<file path="src/rtl/cache_refill_if.sv">
// Signal bundle between the miss path, the memory port and the cache fill port.
// The refill engine connects through the slave modport; the cache/memory side uses master.
interface cache_refill_if #(
  parameter int ADDRESS_WIDTH = 32,
  parameter int BLOCK_SIZE    = 64,
  parameter int NUM_SETS      = 16,
  parameter int DATA_WIDTH    = 32
);
  localparam int WORDS       = BLOCK_SIZE * 8 / DATA_WIDTH;
  localparam int OFFSET_BITS = $clog2(BLOCK_SIZE);
  localparam int INDEX_BITS  = $clog2(NUM_SETS);
  localparam int TAG_BITS    = ADDRESS_WIDTH - OFFSET_BITS - INDEX_BITS;
  localparam int SLOT_BITS   = $clog2(WORDS);

  logic                     miss_valid;
  logic [ADDRESS_WIDTH-1:0] miss_addr;
  logic                     miss_ready;
  logic                     mem_req;
  logic [ADDRESS_WIDTH-1:0] mem_addr;
  logic                     mem_gnt;
  logic                     mem_rvalid;
  logic [DATA_WIDTH-1:0]    mem_rdata;
  logic                     fill_we;
  logic [INDEX_BITS-1:0]    fill_index;
  logic [SLOT_BITS-1:0]     fill_word;
  logic [DATA_WIDTH-1:0]    fill_data;
  logic                     fill_done;
  logic [TAG_BITS-1:0]      fill_tag;
  logic                     crit_valid;
  logic [DATA_WIDTH-1:0]    crit_data;

  modport slave (
    input  miss_valid, miss_addr, mem_gnt, mem_rvalid, mem_rdata,
    output miss_ready, mem_req, mem_addr, fill_we, fill_index, fill_word, fill_data,
           fill_done, fill_tag, crit_valid, crit_data
  );

  modport master (
    output miss_valid, miss_addr, mem_gnt, mem_rvalid, mem_rdata,
    input  miss_ready, mem_req, mem_addr, fill_we, fill_index, fill_word, fill_data,
           fill_done, fill_tag, crit_valid, crit_data
  );
endinterface

</file>
<file path="src/rtl/cache_refill_ctrl.sv">
// Line-refill engine: one burst read per miss, word-by-word fill, then tag/valid commit.
// Define CACHE_REFILL_CRITICAL_WORD_FIRST_EN for a wrapping burst starting at the missed word.
//
// state | meaning
// IDLE  | miss_ready=1, waiting for a miss
// REQ   | mem_req held until mem_gnt
// BEAT  | collecting WORDS beats, one fill_we per beat
// DONE  | fill_done pulse, tag/valid commit
module cache_refill_ctrl #(
  parameter int ADDRESS_WIDTH = 32,
  parameter int BLOCK_SIZE    = 64,
  parameter int NUM_SETS      = 16,
  parameter int DATA_WIDTH    = 32
) (
  input  logic          clk,
  input  logic          rst_n,
  cache_refill_if.slave bus
);
  localparam int WORDS       = BLOCK_SIZE * 8 / DATA_WIDTH;
  localparam int WB          = $clog2(DATA_WIDTH / 8);
  localparam int OFFSET_BITS = $clog2(BLOCK_SIZE);
  localparam int INDEX_BITS  = $clog2(NUM_SETS);
  localparam int TAG_BITS    = ADDRESS_WIDTH - OFFSET_BITS - INDEX_BITS;
  localparam int SLOT_BITS   = $clog2(WORDS);

  typedef enum logic [1:0] {IDLE = 2'd0, REQ = 2'd1, BEAT = 2'd2, DONE = 2'd3} state_t;

  state_t                   state, state_nxt;
  logic                     miss_ready_q, mem_req_q, fill_we_q, fill_done_q, last_q;
  logic [ADDRESS_WIDTH-1:0] mem_addr_q, mem_addr_nxt;
  logic [INDEX_BITS-1:0]    index_q;
  logic [TAG_BITS-1:0]      tag_q;
  logic [SLOT_BITS-1:0]     slot_q, start_q, start_nxt, fill_word_q;
  logic [DATA_WIDTH-1:0]    fill_data_q;
  logic                     accept, beat, last_beat;

  assign accept    = (state == IDLE) && bus.miss_valid;
  // last_q masks any rvalid in the BEAT cycle that follows the final beat
  assign beat      = (state == BEAT) && bus.mem_rvalid && !last_q;
  assign last_beat = beat && ((slot_q + SLOT_BITS'(1)) == start_q);

`ifdef CACHE_REFILL_CRITICAL_WORD_FIRST_EN
  assign start_nxt    = bus.miss_addr[OFFSET_BITS-1:WB];
  assign mem_addr_nxt = {bus.miss_addr[ADDRESS_WIDTH-1:WB], {WB{1'b0}}};
`else
  assign start_nxt    = '0;
  assign mem_addr_nxt = {bus.miss_addr[ADDRESS_WIDTH-1:OFFSET_BITS], {OFFSET_BITS{1'b0}}};
`endif

  always_ff @(posedge clk or negedge rst_n) begin
    if (!rst_n) state <= IDLE;
    else        state <= state_nxt;
  end

  always_comb begin
    state_nxt = state;
    case (state)
      IDLE:    if (bus.miss_valid) state_nxt = REQ;
      REQ:     if (bus.mem_gnt)    state_nxt = BEAT;
      BEAT:    if (last_q)         state_nxt = DONE;
      DONE:    state_nxt = IDLE;
      default: state_nxt = IDLE;
    endcase
  end

  always_ff @(posedge clk or negedge rst_n) begin
    if (!rst_n) begin
      miss_ready_q <= 1'b1;
      mem_req_q    <= 1'b0;
      fill_we_q    <= 1'b0;
      fill_done_q  <= 1'b0;
      last_q       <= 1'b0;
      mem_addr_q   <= '0;
      index_q      <= '0;
      tag_q        <= '0;
      slot_q       <= '0;
      start_q      <= '0;
      fill_word_q  <= '0;
      fill_data_q  <= '0;
    end else begin
      miss_ready_q <= (state_nxt == IDLE);
      mem_req_q    <= (state_nxt == REQ);
      fill_done_q  <= (state_nxt == DONE);
      fill_we_q    <= beat;
      if (accept) begin
        tag_q      <= bus.miss_addr[ADDRESS_WIDTH-1 -: TAG_BITS];
        index_q    <= bus.miss_addr[OFFSET_BITS +: INDEX_BITS];
        start_q    <= start_nxt;
        slot_q     <= start_nxt;
        mem_addr_q <= mem_addr_nxt;
        last_q     <= 1'b0;
      end
      if (beat) begin
        fill_word_q <= slot_q;
        fill_data_q <= bus.mem_rdata;
        slot_q      <= slot_q + SLOT_BITS'(1);
        if (last_beat) last_q <= 1'b1;
      end
    end
  end

`ifdef CACHE_REFILL_CRITICAL_WORD_FIRST_EN
  logic                  crit_valid_q;
  logic [DATA_WIDTH-1:0] crit_data_q;

  // the slot equals the start word only on the first beat of a wrapping burst
  always_ff @(posedge clk or negedge rst_n) begin
    if (!rst_n) begin
      crit_valid_q <= 1'b0;
      crit_data_q  <= '0;
    end else begin
      crit_valid_q <= beat && (slot_q == start_q);
      if (beat && (slot_q == start_q)) crit_data_q <= bus.mem_rdata;
    end
  end

  assign bus.crit_valid = crit_valid_q;
  assign bus.crit_data  = crit_data_q;
`else
  assign bus.crit_valid = 1'b0;
  assign bus.crit_data  = '0;
`endif

  assign bus.miss_ready = miss_ready_q;
  assign bus.mem_req    = mem_req_q;
  assign bus.mem_addr   = mem_addr_q;
  assign bus.fill_we    = fill_we_q;
  assign bus.fill_index = index_q;
  assign bus.fill_word  = fill_word_q;
  assign bus.fill_data  = fill_data_q;
  assign bus.fill_done  = fill_done_q;
  assign bus.fill_tag   = tag_q;
endmodule

</file>
<file path="src/flat_wrapper.sv">
// flat-port wrapper written by rule: the top's interface ports become plain ports
module cache_refill_ctrl_flat 
#(
  parameter int ADDRESS_WIDTH = 32,
  parameter int BLOCK_SIZE    = 64,
  parameter int NUM_SETS      = 16,
  parameter int DATA_WIDTH    = 32
)
  (clk, rst_n, bus_miss_valid, bus_miss_addr, bus_mem_gnt, bus_mem_rvalid, bus_mem_rdata, bus_miss_ready, bus_mem_req, bus_mem_addr, bus_fill_we, bus_fill_index, bus_fill_word, bus_fill_data, bus_fill_done, bus_fill_tag, bus_crit_valid, bus_crit_data);
  cache_refill_if #(.ADDRESS_WIDTH(ADDRESS_WIDTH), .BLOCK_SIZE(BLOCK_SIZE), .NUM_SETS(NUM_SETS), .DATA_WIDTH(DATA_WIDTH)) bus_i ();
  input  logic clk;
  input  logic rst_n;
  input wire logic [$bits(bus_i.miss_valid)-1:0] bus_miss_valid;
  input wire logic [$bits(bus_i.miss_addr)-1:0] bus_miss_addr;
  input wire logic [$bits(bus_i.mem_gnt)-1:0] bus_mem_gnt;
  input wire logic [$bits(bus_i.mem_rvalid)-1:0] bus_mem_rvalid;
  input wire logic [$bits(bus_i.mem_rdata)-1:0] bus_mem_rdata;
  output wire logic [$bits(bus_i.miss_ready)-1:0] bus_miss_ready;
  output wire logic [$bits(bus_i.mem_req)-1:0] bus_mem_req;
  output wire logic [$bits(bus_i.mem_addr)-1:0] bus_mem_addr;
  output wire logic [$bits(bus_i.fill_we)-1:0] bus_fill_we;
  output wire logic [$bits(bus_i.fill_index)-1:0] bus_fill_index;
  output wire logic [$bits(bus_i.fill_word)-1:0] bus_fill_word;
  output wire logic [$bits(bus_i.fill_data)-1:0] bus_fill_data;
  output wire logic [$bits(bus_i.fill_done)-1:0] bus_fill_done;
  output wire logic [$bits(bus_i.fill_tag)-1:0] bus_fill_tag;
  output wire logic [$bits(bus_i.crit_valid)-1:0] bus_crit_valid;
  output wire logic [$bits(bus_i.crit_data)-1:0] bus_crit_data;
  assign bus_i.miss_valid = bus_miss_valid;
  assign bus_i.miss_addr = bus_miss_addr;
  assign bus_i.mem_gnt = bus_mem_gnt;
  assign bus_i.mem_rvalid = bus_mem_rvalid;
  assign bus_i.mem_rdata = bus_mem_rdata;
  assign bus_miss_ready = bus_i.miss_ready;
  assign bus_mem_req = bus_i.mem_req;
  assign bus_mem_addr = bus_i.mem_addr;
  assign bus_fill_we = bus_i.fill_we;
  assign bus_fill_index = bus_i.fill_index;
  assign bus_fill_word = bus_i.fill_word;
  assign bus_fill_data = bus_i.fill_data;
  assign bus_fill_done = bus_i.fill_done;
  assign bus_fill_tag = bus_i.fill_tag;
  assign bus_crit_valid = bus_i.crit_valid;
  assign bus_crit_data = bus_i.crit_data;
  cache_refill_ctrl #(.ADDRESS_WIDTH(ADDRESS_WIDTH), .BLOCK_SIZE(BLOCK_SIZE), .NUM_SETS(NUM_SETS), .DATA_WIDTH(DATA_WIDTH)) u_core (.clk(clk), .rst_n(rst_n), .bus(bus_i));
endmodule
</file>
<file path="config.mk">
export PLATFORM = sky130hd
export DESIGN_NAME = cache_refill_ctrl_flat
export DESIGN_NICKNAME = d
export VERILOG_FILES = /design/src/rtl/cache_refill_if.sv /design/src/rtl/cache_refill_ctrl.sv /design/src/flat_wrapper.sv
export SDC_FILE = /design/constraint.sdc
export NUM_CORES = 1
export LEC_CHECK = 0
export BUFFER_PORTS_ARGS = -buffer_cell sky130_fd_sc_hd__buf_2
export CAP_MARGIN = 20
export CORE_MARGIN = 2
export CORE_UTILIZATION = 25
export DETAILED_ROUTE_END_ITERATION = 8
export HOLD_SLACK_MARGIN = 0.15
export PLACE_DENSITY = 0.56
export SETUP_SLACK_MARGIN = 0.4
export SKIP_LAST_GASP = 1
export SYNTH_ARGS = -nofsm -noshare
export SYNTH_HDL_FRONTEND = slang
export SYNTH_SLANG_ARGS = --single-unit
</file>
<file path="constraint.sdc">
create_clock -name clk -period 3 [get_ports clk]
set_clock_uncertainty 0.1 [all_clocks]
set_input_delay 0.3 -clock clk [delete_from_list [all_inputs] [get_ports clk]]
set_output_delay 0.3 -clock clk [all_outputs]
set_load 0.1 [all_outputs]
</file>
==> flow_summary.yaml, run 1 <==
cells_and_area:
  area_growth_pct: 43.4
  fin_util: 0.364
  fillers: 1296
  antenna_cells: 0
  drive_gt1_frac: 0.401
  nets: 572
drt:
  avgRoutedWirePerCell_microns: 11.4
  wl_met2_mm: 3.67
  drt_iter0_drc: 81
  top_layer_used: "met4"
  routedLengthMet1_mm: 3.33
  via_per_inst: 3.80
  met3RoutedLength_microns: 629
  routed_wl_mm: 7.80
  drtAntennaViolNets: 0
  drc_errors: 0
  firstDrtPassIters: 4
  num_vias: 2590
min_path:
  hold_path.class: "in2reg"
grt:
  grt_use_total: 0.111
  grt_pass1_vias: 2484
  overflow: 0
  antenna_found_initial: 0
  grt_max_degree: 74
  grt_first_pass_wirelength_mm: 12.2
synthesis:
  yosysUniqueCellTypes: 32
  synth.most_common_cell: "nand2_1"
  synth.cell_area_sq_um: 3340
  synth.top_cell.area_share: 0.540
  ys_warn_count: 0
  ys_seq_area_frac: 0.547
  synth_ff_type: "dfrtp_1"
  async_flop_share: 1.00
  yosys-top-cells-count: "nand2_1 (108), dfrtp_1 (72), buf_4 (68), mux2_2 (26), buf_6 (4)"
  avgSynthCellArea_sq_um: 10.6
  synth_edf_count: 0
  ys_top_cells_by_area: "dfrtp_1 (54%), buf_4 (15%), nand2_1 (12%)"
  synth_cells: 314
  synth_seq_cells: 73
  yosysTopAreaCell: "dfrtp_1"
timing:
  setup_violations: 0
  fmax_mhz: 512
  slew_headroom: 0.389
  tightest_slew_ns: 0.917
  rsz0062_at_grt: "false"
  fin_crit_sh: 0.651
  final-hold-violation-count: 0
  period_needed_ns: 1.95
  setup_tns_ns: 0
  finalMaxSlewViolations: 0
clock_network:
  cts_htree_levels: 3
  cts-root-buf: "clkbuf_16"
  clock-sinks: 73
  path_clk_slew_ns: 0.06
  cts_inserted_buffers: 9
  tritoncts: "done"
  clockBufferDepth: 2
  cts_setup_buffers: 0
  insertion_delay_ns: 0.33
floorplan:
  num_io_pins: 200
  core-area_sq_um: 13100
  initial_core_util: 0.254
  die-height_microns: 120
  rows: 42
  die_x_microns: 120
  die_area_sq_um: 14300
critical_path:
  worstSetupEndpointType: "flop"
  critPathMaxStageDelay_ns: 0.50
  cp.required_ns: 3.11
  path_class: "reg2reg"
  cpMaxStageDelayCell: "nor3b_4"
  cp_data_arrival_time_ns: 2.07
  path_max_fanout: 19
  crit_path_start_kind: "flop"
  r2r_setup_slack_ns: 1.05
  crit_chain: "nor3b_4 -> buf_4 -> mux2_2"
outcome:
  outcome: "finished clean"
place:
  finalWeightedCongestion: 0.658
  dpl.hpwl_mm: 4.61
  io_buffers: 154
job:
  maxCapViolCount: 0
area by class of cell:
type,count,area (sq um),area share
clock buffer,14,284,0.0593
clock inverter,2,10.0,0.00209
inverter,2,10.0,0.00209
multi-input combinational,199,1050,0.219
sequential,73,1830,0.382
tap,176,220,0.0460
timing repair buffer,216,1390,0.290
stage by stage:
step | area, sq um | setup slack (ns) | instances | hold slack (ns)
after CTS | 4790 | 1.00 | 682 | 0.161
after global placement | 3890 | 1.07 | 606 | 0.355
final | 4790 | 1.05 | 682 | 0.188
after global routing | 4790 | 0.904 | 682 | 0.174
after detailed placement | 3890 | 1.02 | 606 | 0.357
after floorplan | 3480 | 1.26 | 352 | -0.0956
cells in the final DEF (no fill, tap or decap), drive strengths merged, types with 2 or more instances in the layout:
cell type    instances
clkinv               2
nand2              108
o21ai                2
dfrtp               72
nand2b               2
clkbuf              14
ha                   2
conb                39
nand3                3
nor3b                2
buf                156
inv                  2
dlygate4sd3         60
nor2                 2
mux2                26
a21o                 2
kinds of logic after synthesis:
| family | count (synthesis) | synth area share |
|---|---|---|
| XOR/XNOR | 1 | 0.00262 |
| other | 1 | 0.00112 |
| AND/OR/NAND/NOR | 122 | 0.149 |
| multiplexers | 26 | 0.0877 |
| buffers and inverters | 80 | 0.185 |
| AO/OA/AOI/OAI | 9 | 0.0195 |
| flip-flops | 73 | 0.547 |
| adder cells (fa/ha/maj) | 2 | 0.00749 |
path summary, 6_finish.rpt:
kind	from	endpoint	depth (start not counted)
worst min register to register	u_core.bus.fill_data[8]$_DFFE_PN0P_	u_core.bus.fill_data[8]$_DFFE_PN0P_	2
worst max register to register	u_core.state[0]$_DFF_PN0_	u_core.bus.fill_tag[17]$_DFFE_PN0P_	3
worst max-delay path	u_core.state[0]$_DFF_PN0_	u_core.bus.fill_tag[17]$_DFFE_PN0P_	3
worst min-delay path	bus_miss_valid	u_core.bus.miss_ready$_DFF_PN1_	3
min in group asynchronous	rst_n	u_core.bus.mem_addr[9]$_DFFE_PN0P_	2
max in group asynchronous	rst_n	u_core.bus.fill_data[5]$_DFFE_PN0P_	2
sequential cells by signal, indices dropped and copies added (netlist names), 2 cells and up:
name and cells:
u_core.state 2, u_core.bus.fill_tag 22, u_core.slot_q 4, u_core.bus.fill_data 32, u_core.bus.fill_word 4, u_core.bus.fill_index 3
layer usage:
layer  vias to the layer above  global-route usage
met4                         0              0.0581
met3                        12              0.0361
li1                       1258                   -
met2                       127               0.178
met1                      1193               0.131
met5                         -                   0
worst max-delay path, delay by kind of cell (launching register included):
family / cells / cell delay [ns]
and+or+nand+nor: 1 / 0.50
muxes: 1 / 0.37
buffers and inverters: 1 / 0.36
DFF: 1 / 0.49
what timing repair did:
item                      4_1_cts  5_1_grt
resized for setup               0        0
hold buffers                   60        0
hold endpoints to repair      132        0
Power of run 1 is left out: the tool's default activity adds up to more than one toggle a clock period on the data nets, which glitch-free logic cannot reach.
==> inputs of run 2 (changes only) <==
==> constraint.sdc (replaced) <==
create_clock -name clk -period 2 [get_ports clk]
set_clock_uncertainty 0.1 [all_clocks]
set_input_delay 0.2 -clock clk [delete_from_list [all_inputs] [get_ports clk]]
set_output_delay 0.2 -clock clk [all_outputs]
set_load 0.1 [all_outputs]
==> run 2 against run 1 <==
Net effect: global-route usage fell by 0.15 points; utilization up 0.87 points; critical path depth grew 2; sequential share of layout area fell by 0.20 points; flip-flop and latch count unchanged; first-iteration DRC count is 12% higher; setup slack got worse by 0.61 ns; register-to-register slack worse by 0.55 ns; clock-buffer cell count is the same; cell count grew 0.59%; via count rose by 3.0%; non-clock buffer count is 4 higher; critical path type is now in2reg; largest cell class unchanged; highest routed layer unchanged.
==> flow_summary.yaml, run 2 (synthesized netlist as in run 1, its figures left out) <==
outcome:
  outcome: "finished clean"
timing:
  fmax_mhz: 640
  finalMaxSlewViolations: 0
  timing.final.ws_setup_ns: 0.439
  fin_crit_sh: 0.781
  final-hold-violation-count: 0
  setup_tns_ns: 0
  period_needed_ns: 1.56
  setup_violations: 0
  rsz0062_at_grt: "false"
floorplan:
  rows: 42
  core-area_sq_um: 13100
  die_x_microns: 120
  initial_core_util: 0.254
  die-height_microns: 120
  num_io_pins: 200
  die_area_sq_um: 14300
place:
  place_ws_ns: 0.352
  dpl.hpwl_mm: 4.88
  io_buffers: 154
  dp_cells: 609
  finalWeightedCongestion: 0.733
grt:
  grt_first_pass_wirelength_mm: 12.5
  grt_pass1_vias: 2628
  grt_max_degree: 42
  overflow: 0
  grt_use_total: 0.109
  antenna_found_initial: 0
critical_path:
  critPathMaxStageDelay_ns: 0.53
  r2r_start: "u_core.state[0]$_DFF_PN0_"
  cp-startpoint: "bus_miss_valid"
  cpMaxStageDelayCell: "dlygate4sd3_1"
  cp.required_ns: 2.11
  crit_chain: "dlygate4sd3_1 -> buf_2 -> nor3b_4 -> buf_4 -> mux2_2"
  cp_data_arrival_time_ns: 1.67
  worstSetupEndpointType: "flop"
  crit_path_start_kind: "input pin"
  reg2reg_to: "u_core.bus.fill_tag[0]$_DFFE_PN0P_"
  r2r_setup_slack_ns: 0.50
  r2r_cells: 3
  path_class: "in2reg"
  path_max_fanout: 10
drt:
  routedLengthMet1_mm: 3.18
  wl_met2_mm: 3.97
  avgRoutedWirePerCell_microns: 11.3
  num_vias: 2668
  firstDrtPassIters: 4
  drtAntennaViolNets: 0
  via_per_inst: 3.89
  met3RoutedLength_microns: 547
  drc_errors: 0
  drt_iter0_drc: 91
  routed_wl_mm: 7.76
  top_layer_used: "met4"
job:
  maxCapViolCount: 0
clock_network:
  insertion_delay_ns: 0.32
  path_clk_slew_ns: 0.06
  cts_htree_levels: 3
  clock-sinks: 73
  cts_inserted_buffers: 9
  clockBufferDepth: 2
  cts_setup_buffers: 0
  tritoncts: "done"
  cts-root-buf: "clkbuf_16"
cells_and_area:
  nets: 576
  fin_util: 0.373
  stdcell_count: 686
  fillers: 1301
  multi_input_comb_area_sq_um: 1050
  area_growth_pct: 46.8
  final_common_cell: "buf_2"
  seq_area_sq_um: 1860
  antenna_cells: 0
  drive_gt1_frac: 0.455
  layout_common_cells: "buf_2 (153), nand2_1 (108), dlygate4sd3_1 (61)"
  largest_reg_flops: 32
min_path:
  worstHoldStart: "bus_mem_rvalid"
  holdPathEnd: "u_core.slot_q[0]$_DFFE_PN0P_"
  holdPathStages: 4
  hold_path.class: "in2reg"
run 2: cell types whose count changed in the layout (fill, tap and decap cells not counted), sizes merged:
cell / before / now
clkinv: 2 / 1
dlygate4sd3: 60 / 61
bufinv: 0 / 1
buf: 156 / 159
run 2: final cells by class:
type | count | share of cell area
repair buffers | 220 | 0.297
inverters | 2 | 0.00204
well taps | 176 | 0.0449
clock buffers | 14 | 0.0559
flip-flops and latches | 73 | 0.380
clock inverters | 2 | 0.00715
multi-input cells | 199 | 0.214
run 2: through the flow:
step | hold slack, ns | instance area (sq um)
2_1_floorplan | -0.196 | 3510
3_3_place_gp | 0.0862 | 3970
3_5_place_dp | 0.0831 | 3970
4_1_cts | 0.190 | 4900
5_1_grt | 0.239 | 4900
6_report | 0.207 | 4900
run 2: routing by layer:
layer	GRT usage	up-vias
met4	0.0309	0
met3	0.0352	5
met2	0.195	123
met1	0.124	1269
met5	0	-
li1	-	1271
run 2: what timing repair did:
item / 4_1_cts / 5_1_grt
setup endpoints to repair: 2 / 24
hold endpoints to repair: 133 / 0
cloned: 0 / 0
hold buffers: 61 / 0
gates resized for setup: 2 / 1
run 2: worst max path at each step:
stage	end	slack, ns
after global placement	u_core.slot_q[2]$_DFFE_PN0P_	0.36
after CTS	bus_miss_ready	0.43
after detailed placement	u_core.slot_q[2]$_DFFE_PN0P_	0.35
after floorplan	u_core.bus.fill_tag[11]$_DFFE_PN0P_	0.50
after global routing	u_core.bus.fill_tag[15]$_DFFE_PN0P_	0.41
final	u_core.bus.fill_tag[0]$_DFFE_PN0P_	0.44
run 2: critical path: cells and delay by family:
| family | cells | cell delay (ns) |
|---|---|---|
| multiplexers | 1 | 0.35 |
| AND/OR/NAND/NOR | 1 | 0.21 |
| buffers and inverters | 3 | 0.90 |
Power of run 2 is left out for the same reason.
==> inputs of run 3 (changes only) <==
--- a/config.mk
+++ b/config.mk
@@ -11,7 +11,7 @@
 export CORE_UTILIZATION = 25
 export DETAILED_ROUTE_END_ITERATION = 8
 export HOLD_SLACK_MARGIN = 0.15
-export PLACE_DENSITY = 0.56
+export PLACE_DENSITY = 0.58
 export SETUP_SLACK_MARGIN = 0.4
 export SKIP_LAST_GASP = 1
 export SYNTH_ARGS = -nofsm -noshare
==> constraint.sdc (replaced) <==
create_clock -name clk -period 1.3 [get_ports clk]
set_clock_uncertainty 0.1 [all_clocks]
set_input_delay 0.13 -clock clk [delete_from_list [all_inputs] [get_ports clk]]
set_output_delay 0.13 -clock clk [all_outputs]
set_load 0.1 [all_outputs]
==> run 3 against run 2 <==
Net effect: the flow now finishes with violations (negative hold slack, negative setup slack); cell count increased by 3.2%; sequential share of layout area fell by 9.5 points; setup slack worse by 0.65 ns; clock-buffer cell count is 1 lower; final area increased by 41%; flip-flop and latch count unchanged; utilization grew 15 points; routed wire length grew 32%; die area unchanged; non-clock buffer count up 22; via count rose by 6.8%; critical path depth rose by 1; critical path type is now reg2reg.
==> flow_summary.yaml, run 3 (synthesized netlist as in run 1, its figures left out) <==
critical_path:
  crit_family: "flip-flops"
  cpMaxStageDelayCell: "dfrtp_2"
  crit_chain: "buf_4 -> nand4bb_4 -> buf_12 -> inv_16 -> and3_1 -> a32o_1"
  path_class: "reg2reg"
  cp.required_ns: 1.48
  path_buf_inv: 3
  cp_data_arrival_time_ns: 1.69
  crit_path_start_kind: "flop"
  r2r_setup_slack_ns: -0.22
  worstSetupEndpointType: "flop"
  path_max_fanout: 10
  critPathMaxStageDelay_ns: 0.43
cells_and_area:
  design_area_sq_um: 6930
  nets: 598
  antenna_cells: 0
  multi_input_comb_area_sq_um: 1220
  stdcell_count: 708
  area_growth_pct: 108
  final_common_cell: "buf_12"
  fin_util: 0.528
  layout_common_cells: "buf_12 (97), nand2_1 (88), buf_2 (61)"
  drive_gt1_frac: 0.609
  largest_reg_flops: 32
  fillers: 1089
  seq_area_sq_um: 1980
place:
  dpl.hpwl_mm: 6.44
  place_ws_ns: -0.224
  finalWeightedCongestion: 0.767
  placed_area_sq_um: 5690
  dp_cells: 619
  io_buffers: 154
timing:
  fin_crit_sh: 1.17
  worst_hold_slack_ns: -0.0599
  period_needed_ns: 1.52
  rsz0062_at_grt: "true"
  final-hold-violation-count: 5
  setup_violations: 70
  fmax_mhz: 660
  timing.final.ws_setup_ns: -0.216
  finalMaxSlewViolations: 0
grt:
  grt_max_degree: 41
  use_met2: 0.226
  busiest_layer: "met2"
  grt_use_met1: 0.147
  overflow: 0
  grt_pass1_vias: 2896
  grt_use_met3: 0.0604
  antenna_found_initial: 0
  grt_use_total: 0.135
  grt_first_pass_wirelength_mm: 14.9
min_path:
  hold_path.class: "in2reg"
drt:
  routed_wl_mm: 10.2
  drt_iter0_drc: 120
  num_vias: 2850
  via_per_inst: 4.03
  firstDrtPassIters: 6
  drc_errors: 0
  avgRoutedWirePerCell_microns: 14.4
  drtAntennaViolNets: 0
clock_network:
  cts_inserted_buffers: 9
  clockBufferDepth: 2
  cts-hold-fix-buffers: 55
  clock-sinks: 73
  cts_htree_levels: 3
  cts-root-buf: "clkbuf_16"
  insertion_delay_ns: 0.34
  path_clk_slew_ns: 0.06
  tritoncts: "done"
floorplan:
  core-area_sq_um: 13100
  rows: 42
  num_io_pins: 200
  initial_core_util: 0.254
  die_area_sq_um: 14300
  die_x_microns: 120
  die-height_microns: 120
outcome:
  failed_checks: "negative hold slack, negative setup slack"
  outcome: "complete, but fails checks"
job:
  maxCapViolCount: 0
[run 3: worst paths after layout]
path | from | end | depth (start not counted)
worst max register to register | u_core.state[0]$_DFF_PN0_ | u_core.last_q$_DFF_PN0_ | 6
worst max-delay path | u_core.state[0]$_DFF_PN0_ | u_core.last_q$_DFF_PN0_ | 6
worst min-delay path | bus_miss_addr[14] | u_core.bus.fill_tag[4]$_DFFE_PN0P_ | 2
max in group asynchronous | rst_n | u_core.bus.miss_ready$_DFF_PN1_ | 3
worst min register to register | u_core.bus.fill_data[30]$_DFFE_PN0P_ | u_core.bus.fill_data[30]$_DFFE_PN0P_ | 2
min in group asynchronous | rst_n | u_core.bus.fill_tag[10]$_DFFE_PN0P_ | 2
[run 3: per-stage QoR]
stage	hold WS, ns	TNS (ns)
floorplan	-0.266	-5.76
global placement	-0.0861	-7.61
detailed placement	-0.0798	-9.74
CTS	-0.0791	-10.49
global route	-0.0738	-14.52
finish	-0.0599	-11.35
[run 3: layer usage]
layer  share of wire  routed length (microns)  up-vias
met5               0                        0        -
met4           0.015                      156        0
met3            0.11                     1080       11
met2            0.50                     5060      164
met1            0.38                     3910     1362
li1                -                        -     1313
[run 3: cell type report]
type | instances | area share
well taps | 176 | 0.0318
clock inverters | 3 | 0.00577
repair buffers | 242 | 0.461
inverters | 2 | 0.00343
flip-flops and latches | 73 | 0.285
clock buffers | 13 | 0.0361
multi-input cells | 199 | 0.176
[run 3: worst register-to-register path: cells and delay by family (launching register included)]
kind	cells	cell delay (ns)
buf+inv	3	0.42
flops	1	0.43
compound gates	1	0.15
simple gates	2	0.35
[run 3: timing repair]
item                                   4_1_cts  5_1_grt
endpoints found under the hold margin      134       21
resized for setup                           21       10
buffers inserted                             4        3
cloned                                       2        9
pin swaps                                    3        2
setup endpoints to repair                  165      165
Power of run 3 is left out for the same reason.
